$ cat src/rtl/bp_be_pkg.sv
// Shared backend types for the D$ cache-service request arbiter.
// Latency: n/a (types and constants only).
// Backpressure: n/a.
package bp_be_pkg;

    localparam int bp_be_cache_arb_num_req_gp = 2;

    typedef enum logic [1:0] {
        e_arb_idle,
        e_arb_send,
        e_arb_meta,
        e_arb_busy
    } bp_be_cache_arb_state_e;

endpackage

$ cat src/rtl/bp_be_cache_arb_pick.sv
// Two-way request picker returning a one-hot grant (fixed priority or round-robin).
// Latency: purely combinational.
// Backpressure: none; grant is only a subset of req_v.
module bp_be_cache_arb_pick
    import bp_be_pkg::*;
(
    input  logic [bp_be_cache_arb_num_req_gp-1:0] req_v,
    input  logic                                  last_grant,
    input  logic                                  rr_en,
    output logic [bp_be_cache_arb_num_req_gp-1:0] grant
);

    always_comb begin
        grant = req_v;
        // Only a contention case needs a decision; a lone requester always wins.
        if (req_v == 2'b11) begin
            grant = (rr_en && !last_grant) ? 2'b10 : 2'b01;
        end
    end

endmodule

$ cat src/rtl/bp_be_cache_req_arbiter.sv
// Shares the D$ LCE service channel between miss path (0) and PTW/uncached path (1); BP_BE_CACHE_ARB_RR_EN selects round-robin.
// Latency: accept in N -> cache_req_v_o in N+1; complete in M -> next accept no earlier than M+1.
// Backpressure: one transaction outstanding; losers and late arrivals see req_ready_o=0 and must hold req_v_i.
module bp_be_cache_req_arbiter
    import bp_be_pkg::*;
#(
    parameter int req_width_p      = 96,
    parameter int metadata_width_p = 8
) (
    input  logic                          clk_i,
    input  logic                          reset_n_i,
    input  logic [2*req_width_p-1:0]      req_i,
    input  logic [1:0]                    req_v_i,
    output logic [1:0]                    req_ready_o,
    input  logic [2*metadata_width_p-1:0] metadata_i,
    input  logic [1:0]                    metadata_v_i,
    output logic [1:0]                    critical_o,
    output logic [1:0]                    complete_o,
    output logic [req_width_p-1:0]        cache_req_o,
    output logic                          cache_req_v_o,
    input  logic                          cache_req_ready_i,
    output logic [metadata_width_p-1:0]   cache_req_metadata_o,
    output logic                          cache_req_metadata_v_o,
    input  logic                          cache_req_critical_i,
    input  logic                          cache_req_complete_i,
    output logic                          owner_o,
    output logic                          busy_o
);

    bp_be_cache_arb_state_e state_q, state_d;

    logic [req_width_p-1:0]      cache_req_q;
    logic [metadata_width_p-1:0] meta_q;
    logic                        meta_vld;
    logic                        owner_q;
    logic                        last_grant;
    logic                        rr_en;
    logic [1:0]                  grant;
    logic                        accept;
    logic                        meta_capture;
    logic [req_width_p-1:0]      win_req;
    logic [metadata_width_p-1:0] owner_meta;

`ifdef BP_BE_CACHE_ARB_RR_EN
    assign rr_en = 1'b1;

    always_ff @(posedge clk_i or negedge reset_n_i) begin
        if (!reset_n_i) begin
            last_grant <= 1'b1;
        end else if (accept) begin
            last_grant <= grant[1];
        end
    end
`else
    assign rr_en      = 1'b0;
    assign last_grant = 1'b0;
`endif

    bp_be_cache_arb_pick u_pick (
        .req_v      (req_v_i),
        .last_grant (last_grant),
        .rr_en      (rr_en),
        .grant      (grant)
    );

    assign req_ready_o  = (state_q == e_arb_idle) ? grant : 2'b00;
    assign accept       = |(req_v_i & req_ready_o);
    assign win_req      = grant[1] ? req_i[req_width_p +: req_width_p] : req_i[0 +: req_width_p];
    assign owner_meta   = owner_q ? metadata_i[metadata_width_p +: metadata_width_p]
                                  : metadata_i[0 +: metadata_width_p];
    assign meta_capture = ((state_q == e_arb_send) || (state_q == e_arb_meta))
                          && metadata_v_i[owner_q];

    always_comb begin
        state_d                = state_q;
        cache_req_v_o          = 1'b0;
        cache_req_metadata_v_o = 1'b0;
        critical_o             = 2'b00;
        complete_o             = 2'b00;
        unique case (state_q)
            e_arb_idle: begin
                if (accept) state_d = e_arb_send;
            end
            e_arb_send: begin
                cache_req_v_o = 1'b1;
                if (cache_req_ready_i) state_d = e_arb_meta;
            end
            e_arb_meta: begin
                critical_o[owner_q] = cache_req_critical_i;
                complete_o[owner_q] = cache_req_complete_i;
                // An early complete wins over any metadata still waiting to go out.
                if (cache_req_complete_i) begin
                    state_d = e_arb_idle;
                end else if (meta_vld) begin
                    cache_req_metadata_v_o = 1'b1;
                    state_d                = e_arb_busy;
                end
            end
            e_arb_busy: begin
                critical_o[owner_q] = cache_req_critical_i;
                complete_o[owner_q] = cache_req_complete_i;
                if (cache_req_complete_i) state_d = e_arb_idle;
            end
            default: state_d = e_arb_idle;
        endcase
    end

    always_ff @(posedge clk_i or negedge reset_n_i) begin
        if (!reset_n_i) begin
            state_q     <= e_arb_idle;
            cache_req_q <= '0;
            meta_q      <= '0;
            meta_vld    <= 1'b0;
            owner_q     <= 1'b0;
        end else begin
            state_q <= state_d;
            if (accept) begin
                cache_req_q <= win_req;
                owner_q     <= grant[1];
                meta_vld    <= 1'b0;
            end
            if (meta_capture) begin
                meta_q   <= owner_meta;
                meta_vld <= 1'b1;
            end
        end
    end

    assign cache_req_o          = cache_req_q;
    assign cache_req_metadata_o = meta_q;
    assign owner_o              = owner_q;
    assign busy_o               = (state_q != e_arb_idle);

endmodule

$ cat config.mk
export PLATFORM = sky130hd
export DESIGN_NAME = bp_be_cache_req_arbiter
export DESIGN_NICKNAME = d
export VERILOG_FILES = /design/src/rtl/bp_be_pkg.sv /design/src/rtl/bp_be_cache_arb_pick.sv /design/src/rtl/bp_be_cache_req_arbiter.sv
export SDC_FILE = /design/constraint.sdc
export NUM_CORES = 1
export LEC_CHECK = 0
export ABC_AREA = 0
export BUFFER_PORTS_ARGS = -buffer_cell sky130_fd_sc_hd__buf_2
export CORE_AREA = 5 5 125 127
export CTS_CLUSTER_SIZE = 40
export DETAILED_ROUTE_END_ITERATION = 16
export DIE_AREA = 0 0 130 132
export PLACE_DENSITY = 0.67
export SLEW_MARGIN = 15
export SYNTH_ARGS = -nofsm -noshare
export SYNTH_HDL_FRONTEND = slang
export SYNTH_SLANG_ARGS = --single-unit
$ cat constraint.sdc
create_clock -name clk_i -period 3.9 [get_ports clk_i]
set_input_delay 0.585 -clock clk_i [delete_from_list [all_inputs] [get_ports clk_i]]
set_output_delay 0.585 -clock clk_i [all_outputs]
set_load 0.05 [all_outputs]
==> flow_metrics.tcl, run 1 <==
set metrics [dict create \
    outcome "finished clean" \
    dominant_synthesized_flop_cell "sky130_fd_sc_hd__dfrtp_1" \
    worst_slack_placed_ns 1.54 \
    maxCapViolCount 0 \
    final-max-slew-violation-count 0 \
    syn_nets 713 \
    drt_iter0_drc 121 \
    die_x_um 130 \
    drt.antenna.violating_nets 0 \
    maximum_number_of_pins_on_one_net_before_global_route_repair 75 \
    rows 44 \
    fin_worst_skew_ns 0.00866 \
    critical_path.top_delay_family "simple AND/OR/NAND/NOR gates" \
    fin_ws_ns 1.55 \
    reg2reg_slack_ns 2.06 \
    via_count 4483 \
    timing.slew.headroom_pct 44.1 \
    grt_overflow 0 \
    hold_path_class "primary input to asynchronous set/reset pin" \
    tritoncts_num_sinks 108 \
    grt_setup_unrepaired "false" \
    startpoint_type "flop" \
    placed_wire_length_estimate_after_detailed_placement_um 11800 \
    track_usage_pct 17.0 \
    grt_pass1_vias 4538 \
    setup-tns-final_ns 0 \
    drc 0 \
    gp_congestion 0.756 \
    grt_antenna_before_repair 0 \
    share_of_the_yosys_chip_area_belonging_to_registers_pct 52.7 \
    synth_edf_count 0 \
    areaGrowthSynthToFinish_pct 39.6 \
    timing.reg2reg.worst_path_depth 5 \
    post_synthesis_instance_total 491 \
    most-common-layout-cells "sky130_fd_sc_hd__buf_2, sky130_fd_sc_hd__dfrtp_1, sky130_fd_sc_hd__nand2_1" \
    io_pins 331 \
    flip_flop_and_latch_count_after_synthesis 108 \
    cts_setup_buffers 0 \
    diodes 0 \
    port-buffer-count 330 \
    synthesis.area_per_instance_um2 10.5 \
    worst_ep_required_time_ns 3.31 \
    cts_inserted_buffers 9 \
    power-per-cell-area_mw_per_mm2 925 \
    worstPathCellList "inv_1 -> ha_1 -> or2_2 -> and3_1 -> buf_2" \
    netlist-cell-type-count 27 \
    die-height_um 132 \
    die-area_mm2 0.0172 \
    crit_path_max_incr_delay_ns 0.38 \
    timing.final.crit_period_ns 2.35 \
    transition_time_at_the_pin_with_the_least_slew_margin_ns 0.835 \
    clkSlewWorstSetupHoldPaths_ns 0.06 \
    worstSetupEndpointType "output pin" \
    layout_cell_share_with_drive_strength_beyond_1_pct 43.9 \
    drt_pre_antenna_iters 4 \
    number_of_buffers_on_the_longest_clock_path 2 \
    layout.nets 1024 \
    core_mm2 0.0143 \
    per_cell_routed_wire_length_um 14.9 \
    max_clock_freq_ghz 0.426 \
    crit_slowest_cell "sky130_fd_sc_hd__dfrtp_1" \
    grt_pass1_wl_um 23100 \
    crit_path_start "state_q[0]$_DFFE_PN0P_" \
    period_share_pct 60.2 \
    critical_path_buf_inv_count 2 \
    detail_route.vias_per_cell 4.53 \
    critPathMaxFanout 5 \
    cts_tree "built" \
    cts_stage_hold_buffer_count 0 \
    layout.cells.most_common "sky130_fd_sc_hd__buf_2" \
    final.hold.worst_slack_ns 0.262 \
    synth.cell_area_mm2 0.00513 \
    worstSkewPairLatency_ns 0.35 \
    critical_path_arrival_ns 1.76 \
    root_buffer "sky130_fd_sc_hd__clkbuf_16" \
    async_flop_share_pct 100 \
    setup_viol_count_final 0 \
    initial_core_util_pct 35.8 \
    worst_ir_drop_vdd_mv 0.365 \
    post_cts.resized_instances 0 \
    reg2reg_to "cache_req_o[21]$_DFFE_PN0P_" \
    report.final.hold_viol_count 0 \
    drt-total-wl_um 14700 \
    synthesis.yosys.warnings 0 \
    regToRegStartpoint "state_q[0]$_DFFE_PN0P_" \
    p_leak_uw 0.00420 \
    fillerInstances 1412 \
    htreeDepth 3 \
    crit_path_kind "flop to output pin" \
]
## metrics by stage
step,area [µm²],cells,power [µW],util (%)
6_report,7160,990,6620,50.0
5_1_grt,7160,990,7060,50.0
4_1_cts,7160,990,6730,50.0
3_5_place_dp,6890,975,5870,48.2
3_3_place_gp,6890,975,5810,48.2
2_1_floorplan,5130,491,4870,-
## synthesized netlist by cell type (all sizes together) (2+ instances only)
cell type	number	area [µm²]
clkbuf	12	45.0
buf	23	180
o21ai	105	529
inv	3	11.3
dfrtp	108	2700
and3	2	12.5
and2	2	12.5
nor3b	2	15.0
ha	5	62.6
mux2i	105	1050
nand2	107	404
nand2b	3	18.8
nor2	4	15.0
nor2b	2	12.5
## area by class of cell
type | instances | area (µm²) | area share (%)
clock inverters | 4 | 26.3 | 0.367
repair buffers | 335 | 1740 | 24.3
flip-flops and latches | 108 | 2700 | 37.7
well taps | 184 | 230 | 3.21
clock buffers | 11 | 243 | 3.39
multi-input cells | 345 | 2210 | 30.8
inverters | 3 | 11.3 | 0.157
## registers in the layout, summed over array words and instances, names as in the netlist
name / flops
owner_o: 1
meta_vld: 1
cache_req_o: 96
state_q: 2
cache_req_metadata_o: 8
## worst max path at each step
stage                          end  cells past startpoint  slack (ns)
global placement    req_ready_o[1]                      4        1.56
detailed placement  req_ready_o[1]                      4        1.54
finish               complete_o[1]                      5        1.55
global route        req_ready_o[1]                      4        1.43
CTS                  critical_o[1]                      5        1.52
floorplan            complete_o[0]                      3        1.16
## cells by family after synthesis
logic type / after synthesis / share of synthesized area (%)
AO/OA/AOI/OAI: 109 / 10.9
AND/OR/NAND/NOR: 125 / 9.90
buffers and inverters: 38 / 4.61
flip-flops: 108 / 52.7
adder cells (fa/ha/maj): 5 / 1.22
multiplexers: 106 / 20.7
## layer usage
metal / up-vias / GRT usage (%) / wire length, µm / share of wire (%)
met1: 1976 / 20.3 / 5810 / 40
met3: 20 / 3.97 / 1240 / 8.5
li1: 2302 / - / - / -
met4: 0 / 6.41 / 301 / 2.0
met5: - / 0 / 0 / 0
met2: 185 / 29.6 / 7350 / 50
## power by group
part | internal [µW] | total (µW) | leakage [µW] | switching [µW]
combinational | 884 | 3840 | 0.00274 | 2960
sequential | 1670 | 1940 | 0.00133 | 275
clock | 446 | 838 | 0.000131 | 392
Note: power is estimated with default switching activity, not from simulation.
==> inputs of run 2 (changes only) <==
PLACE_DENSITY = 0.7   (was 0.67)
clock period = 2 ns   (was 3.9 ns; I/O delays follow)
==> run 2 against run 1 <==
Effect of this change: sequential power grew 94%; non-clock buffer count grew 5; worst hold slack lost 0.24 ns; core utilization grew 0.39 points; die area is the same; design area grew 0.79%; critical path type unchanged.
==> flow_metrics.tcl, run 2 (same netlist as run 1, synthesis figures left out) <==
set metrics [dict create \
    critical_path_arrival_ns 1.66 \
    critical_path_buf_inv_count 2 \
    maximum_number_of_pins_on_one_net_before_global_route_repair 109 \
    initial_core_util_pct 35.8 \
    die-height_um 132 \
    timing.final.crit_period_ns 1.96 \
    grt_pass1_vias 4375 \
    worst_ir_drop_vdd_mv 0.823 \
    detail_route.vias_per_cell 4.52 \
    finalCoreUtilization_pct 50.4 \
    fin_ws_ns 0.0410 \
    final-max-slew-violation-count 0 \
    report.final.hold_viol_count 0 \
    maxCapViolCount 0 \
    grt_antenna_before_repair 0 \
    tritoncts_num_sinks 108 \
    reg2reg_to "state_q[0]$_DFFE_PN0P_" \
    final.hold.worst_slack_ns 0.0187 \
    port-buffer-count 330 \
    setup-tns-final_ns 0 \
    worst_ep_required_time_ns 1.70 \
    timing.reg2reg.worst_path_depth 6 \
    placement.cell_area_mm2 0.00694 \
    worstPathCellList "inv_2 -> ha_2 -> or2_2 -> and3_1 -> buf_4" \
    fillerInstances 1395 \
    hold_path_class "primary input to asynchronous set/reset pin" \
    root_buffer "sky130_fd_sc_hd__clkbuf_16" \
    die_x_um 130 \
    areaGrowthSynthToFinish_pct 40.7 \
    io_pins 331 \
    p_leak_uw 0.00422 \
    gp_congestion 0.759 \
    total_area_of_multi_input_combinational_cells_mm2 0.00221 \
    placed_wire_length_estimate_after_detailed_placement_um 11500 \
    power-per-cell-area_mw_per_mm2 1790 \
    number_of_buffers_on_the_longest_clock_path 2 \
    diodes 0 \
    cts_tree "built" \
    critPathMaxFanout 5 \
    layout.cell_area.non_filler_mm2 0.00722 \
    max_clock_freq_ghz 0.510 \
    largest_reg_flops 96 \
    drt_iter0_drc 158 \
    per_cell_routed_wire_length_um 14.4 \
    fin_worst_skew_ns 0.00639 \
    cts_inserted_buffers 9 \
    regToRegStartpoint "state_q[1]$_DFFE_PN0P_" \
    timing.slew.headroom_pct 61.9 \
    layout.nets 1029 \
    clkSlewWorstSetupHoldPaths_ns 0.06 \
    drt-total-wl_um 14300 \
    outcome "finished clean" \
    die-area_mm2 0.0172 \
    grt_pass1_wl_um 21900 \
    layout_cell_share_with_drive_strength_beyond_1_pct 44.6 \
    worstSkewPairLatency_ns 0.34 \
    drt.antenna.violating_nets 0 \
    rows 44 \
    worstSetupEndpointType "output pin" \
    crit_path_max_incr_delay_ns 0.39 \
    final-seq-area_mm2 0.00270 \
    transition_time_at_the_pin_with_the_least_slew_margin_ns 0.571 \
    critical_path.top_delay_family "simple AND/OR/NAND/NOR gates" \
    htreeDepth 3 \
    layout.cells.most_common "sky130_fd_sc_hd__buf_2" \
    crit_slowest_cell "sky130_fd_sc_hd__dfrtp_1" \
    period_share_pct 98.0 \
    via_count 4489 \
    most-common-layout-cells "sky130_fd_sc_hd__buf_2, sky130_fd_sc_hd__dfrtp_1, sky130_fd_sc_hd__nand2_1" \
    core_mm2 0.0143 \
    crit_path_kind "flop to output pin" \
    track_usage_pct 16.1 \
    grt_setup_unrepaired "true" \
    startpoint_type "flop" \
    reg2reg_slack_ns 0.40 \
    grt_overflow 0 \
    drc 0 \
    setup_viol_count_final 0 \
    drt_pre_antenna_iters 4 \
    worst_slack_placed_ns 0.319 \
]
run 2: what timing repair did:
action                                 in CTS  in global routing
gates resized for setup                     4                  4
endpoints found under the hold margin       0                  0
setup endpoints to repair                   2                  5
buffers inserted                            0                  1
hold buffers                                0                  0
pin swaps                                   0                  0
run 2: report_power, final:
part,switching [µW],internal [µW]
clock,730,859
combinational,5770,1770
sequential,518,3260
total,7020,5890
run 2: how the worst max path moves through the flow:
stage,startpoint,cells past startpoint,endpoint,slack [ns]
2_1_floorplan,owner_o$_DFFE_PN0P_,3,complete_o[0],-0.45
5_1_grt,state_q[0]$_DFFE_PN0P_,4,complete_o[1],-0.02
4_1_cts,state_q[0]$_DFFE_PN0P_,5,complete_o[1],0.03
3_5_place_dp,state_q[0]$_DFFE_PN0P_,5,complete_o[1],0.32
6_report,state_q[0]$_DFFE_PN0P_,5,critical_o[1],0.04
3_3_place_gp,state_q[0]$_DFFE_PN0P_,5,complete_o[1],0.35
run 2: stage by stage:
| stage | instances | total power [µW] |
|---|---|---|
| after floorplan | 491 | 9500 |
| after global placement | 979 | 11300 |
| after detailed placement | 979 | 11400 |
| after CTS | 993 | 13100 |
| after global routing | 994 | 13700 |
| final | 994 | 12900 |
run 2: routing by layer:
metal | part of all wire (%) | track usage, % | wire (µm)
met1 | 38 | 18.6 | 5370
met2 | 51 | 28.5 | 7260
met3 | 9.7 | 4.54 | 1380
met4 | 1.8 | 5.60 | 261
met5 | 0 | 0 | 0
run 2: final cells by class:
cell class / instances / share of cell area (%)
sequential: 108 / 37.4
tap: 184 / 3.19
timing repair buffer: 340 / 25.0
clock inverter: 3 / 0.208
inverter: 3 / 0.156
clock buffer: 11 / 3.36
multi-input combinational: 345 / 30.6
==> inputs of run 3 (changes only) <==
ABC_AREA = 1   (was 0)
CORE_AREA = default   (was 5 5 125 127)
CORE_MARGIN = 5   (was default)
CORE_UTILIZATION = 40   (was default)
DIE_AREA = default   (was 0 0 130 132)
GPL_TIMING_DRIVEN = 0   (was default)
PLACE_DENSITY = 0.74   (was 0.7)
==> run 3 against run 2 <==
Effect of this change: power is 4.9% higher; largest power group unchanged; cell count rose by 36%; worst hold slack improved by 0.23 ns; sequential share of layout area shrank 3.9 points; via count rose by 43%.
==> flow_metrics.tcl, run 3 <==
set metrics [dict create \
    outcome "finished clean" \
    worst_ir_drop_vdd_mv 1.08 \
    post_synthesis_instance_total 823 \
    die-height_um 131 \
    worstSkewPairLatency_ns 0.34 \
    synth_edf_count 0 \
    period_share_pct 94.1 \
    layout.nets 1387 \
    crit_slowest_cell "sky130_fd_sc_hd__dfrtp_1" \
    critical_path_arrival_ns 1.58 \
    die-area_mm2 0.0171 \
    drt-total-wl_um 20600 \
    areaGrowthSynthToFinish_pct 38.2 \
    post_synth_top_area_cell "sky130_fd_sc_hd__dfrtp_1" \
    die_x_um 131 \
    grt_pass1_vias 6104 \
    hold_path_class "primary input to flop" \
    diodes 0 \
    synth.most_common_cell "sky130_fd_sc_hd__nand2_1" \
    worstPathCellList "inv_1 -> ha_1 -> inv_1 -> nor2_1 -> buf_4" \
    netlist-cell-type-count 19 \
    final.hold.worst_slack_ns 0.252 \
    critPathMaxFanout 6 \
    synthesis.yosys.warnings 0 \
    power-per-cell-area_mw_per_mm2 1680 \
    io_pins 331 \
    clkSlewWorstSetupHoldPaths_ns 0.07 \
    maximum_number_of_pins_on_one_net_before_global_route_repair 57 \
    async_flop_share_pct 100 \
    grt_overflow 0 \
    worstSetupEndpointType "output pin" \
    synthTopCellsByArea "sky130_fd_sc_hd__dfrtp_1, sky130_fd_sc_hd__nand2_1, sky130_fd_sc_hd__o21ai_0" \
    startpoint_type "flop" \
    grt_pass1_wl_um 30900 \
    per_cell_routed_wire_length_um 15.2 \
    ys_top_cells_by_count "sky130_fd_sc_hd__nand2_1, sky130_fd_sc_hd__dfrtp_1, sky130_fd_sc_hd__inv_1" \
    tritoncts_num_sinks 108 \
    fin_worst_skew_ns 0.00747 \
    drc 0 \
    synthesis.area_per_instance_um2 7.08 \
    fillerInstances 1450 \
    finished_layout_cells 1352 \
    gp_congestion 0.877 \
    final-max-slew-violation-count 0 \
    share_of_the_yosys_chip_area_belonging_to_registers_pct 46.4 \
    place_inst 1337 \
    report.final.hold_viol_count 0 \
    cts_inserted_buffers 9 \
    maxCapViolCount 0 \
    setup_viol_count_final 0 \
    transition_time_at_the_pin_with_the_least_slew_margin_ns 0.537 \
    p_leak_uw 0.00473 \
    number_of_buffers_on_the_longest_clock_path 2 \
    drt_iter0_drc 336 \
    worst_ep_required_time_ns 1.70 \
    drt.antenna.violating_nets 0 \
    most-common-layout-cells "sky130_fd_sc_hd__buf_2, sky130_fd_sc_hd__nand2_1, sky130_fd_sc_hd__dfrtp_1" \
    crit_top_cell "sky130_fd_sc_hd__inv_1" \
    synth_top_cell_area_share_pct 46.4 \
    htreeDepth 3 \
    root_buffer "sky130_fd_sc_hd__clkbuf_16" \
    synth.cell_area_mm2 0.00582 \
    timing.slew.headroom_pct 64.2 \
    grt_antenna_before_repair 0 \
    rows 44 \
    initial_core_util_pct 40.4 \
    layout.cell_area.non_filler_mm2 0.00805 \
    core_mm2 0.0144 \
    crit_path_kind "flop to output pin" \
    detail_route.vias_per_cell 4.76 \
    cts_tree "built" \
    drt_pre_antenna_iters 5 \
    dominant_synthesized_flop_cell "sky130_fd_sc_hd__dfrtp_1" \
    flip_flop_and_latch_count_after_synthesis 108 \
    grt_setup_unrepaired "false" \
    track_usage_pct 23.2 \
    layout.cells.most_common "sky130_fd_sc_hd__buf_2" \
    via_count 6441 \
    placed_wire_length_estimate_after_detailed_placement_um 16200 \
    max_clock_freq_ghz 0.531 \
    largest_reg_flops 96 \
    layout_cell_share_with_drive_strength_beyond_1_pct 33.8 \
    placement.cell_area_mm2 0.00774 \
    setup-tns-final_ns 0 \
    finalCoreUtilization_pct 55.8 \
    port-buffer-count 329 \
    crit_path_max_incr_delay_ns 0.44 \
    timing.final.crit_period_ns 1.88 \
    syn_nets 1045 \
]
-- run 3: cell types whose count changed after synthesis, sizes merged, moves of 3 or more --
cell / before / now
o21ai: 105 / 114
nor3: 0 / 4
nand2b: 3 / 0
clkbuf: 12 / 18
or2: 1 / 8
mux2i: 105 / 0
inv: 3 / 109
nand2: 107 / 311
buf: 23 / 37
nand3: 1 / 102
-- run 3: where the power goes --
| group | total (µW) | internal (µW) | leakage, µW | switching (µW) |
|---|---|---|---|---|
| combinational | 8100 | 1880 | 0.00326 | 6220 |
| clock | 1630 | 861 | 0.000131 | 769 |
| sequential | 3810 | 3250 | 0.00134 | 562 |
| total | 13500 | 5990 | 0.00473 | 7550 |
-- run 3: kinds of logic after synthesis --
group | Yosys count | share of synthesized area [%]
AND/OR/NAND/NOR | 430 | 30.4
buffers and inverters | 164 | 12.1
AO/OA/AOI/OAI | 116 | 10.1
flip-flops | 108 | 46.4
adder cells (fa/ha/maj) | 5 | 1.07
-- run 3: area by class of cell --
type                    instances  area (µm²)  area share (%)
plain buffers                  55         307            3.81
clock buffers                  11         243            3.02
clock inverters                 3        15.0           0.187
inverters                     109         409            5.08
multi-input cells             551        2440            30.4
flip-flops and latches        108        2700            33.6
well taps                     184         230            2.86
repair buffers                331        1700            21.1
-- run 3: worst max-delay path: cells and delay by family, from the launching register on --
kind                     cells  cell delay, ns
AND/OR/NAND/NOR              1            0.12
adder cells (fa/ha/maj)      1            0.21
flip-flops                   1            0.44
buffers and inverters        3            0.46
-- run 3: timing repair --
action,4_1_cts,5_1_grt
resized for setup,1,14
endpoints found under the hold margin,52,0
setup endpoints to repair,2,94
hold buffers,1,0
setup buffers,0,0
-- run 3: path summary, 6_finish.rpt --
path,start,to,slack (ns),cells after the start
worst max-delay path,state_q[1]$_DFFE_PN0P_,req_ready_o[1],0.12,5
worst min-delay path,req_i[72],cache_req_o[72]$_DFFE_PN0P_,0.25,5
worst min register to register,cache_req_metadata_o[5]$_DFFE_PN0P_,cache_req_metadata_o[5]$_DFFE_PN0P_,0.49,2
min in group asynchronous,reset_n_i,cache_req_o[88]$_DFFE_PN0P_,0.49,2
max in group asynchronous,reset_n_i,cache_req_o[53]$_DFFE_PN0P_,0.83,3
worst max register to register,state_q[1]$_DFFE_PN0P_,cache_req_o[53]$_DFFE_PN0P_,0.19,7
-- run 3: routing by layer --
metal | track usage, % | up-vias | share of wire [%]
met5 | 0 | - | 0
met4 | 6.05 | 0 | 1.8
met3 | 5.69 | 28 | 8.7
met2 | 40.9 | 240 | 49
met1 | 28.5 | 2936 | 40
li1 | - | 3237 | -
-- run 3: per-stage QoR --
stage | setup WS (ns) | power [µW]
6_report | 0.118 | 13500
5_1_grt | 0.00242 | 14400
4_1_cts | 0.0502 | 13600
3_5_place_dp | 0.0658 | 11900
3_3_place_gp | -0.637 | 11800
2_1_floorplan | -0.356 | 9660
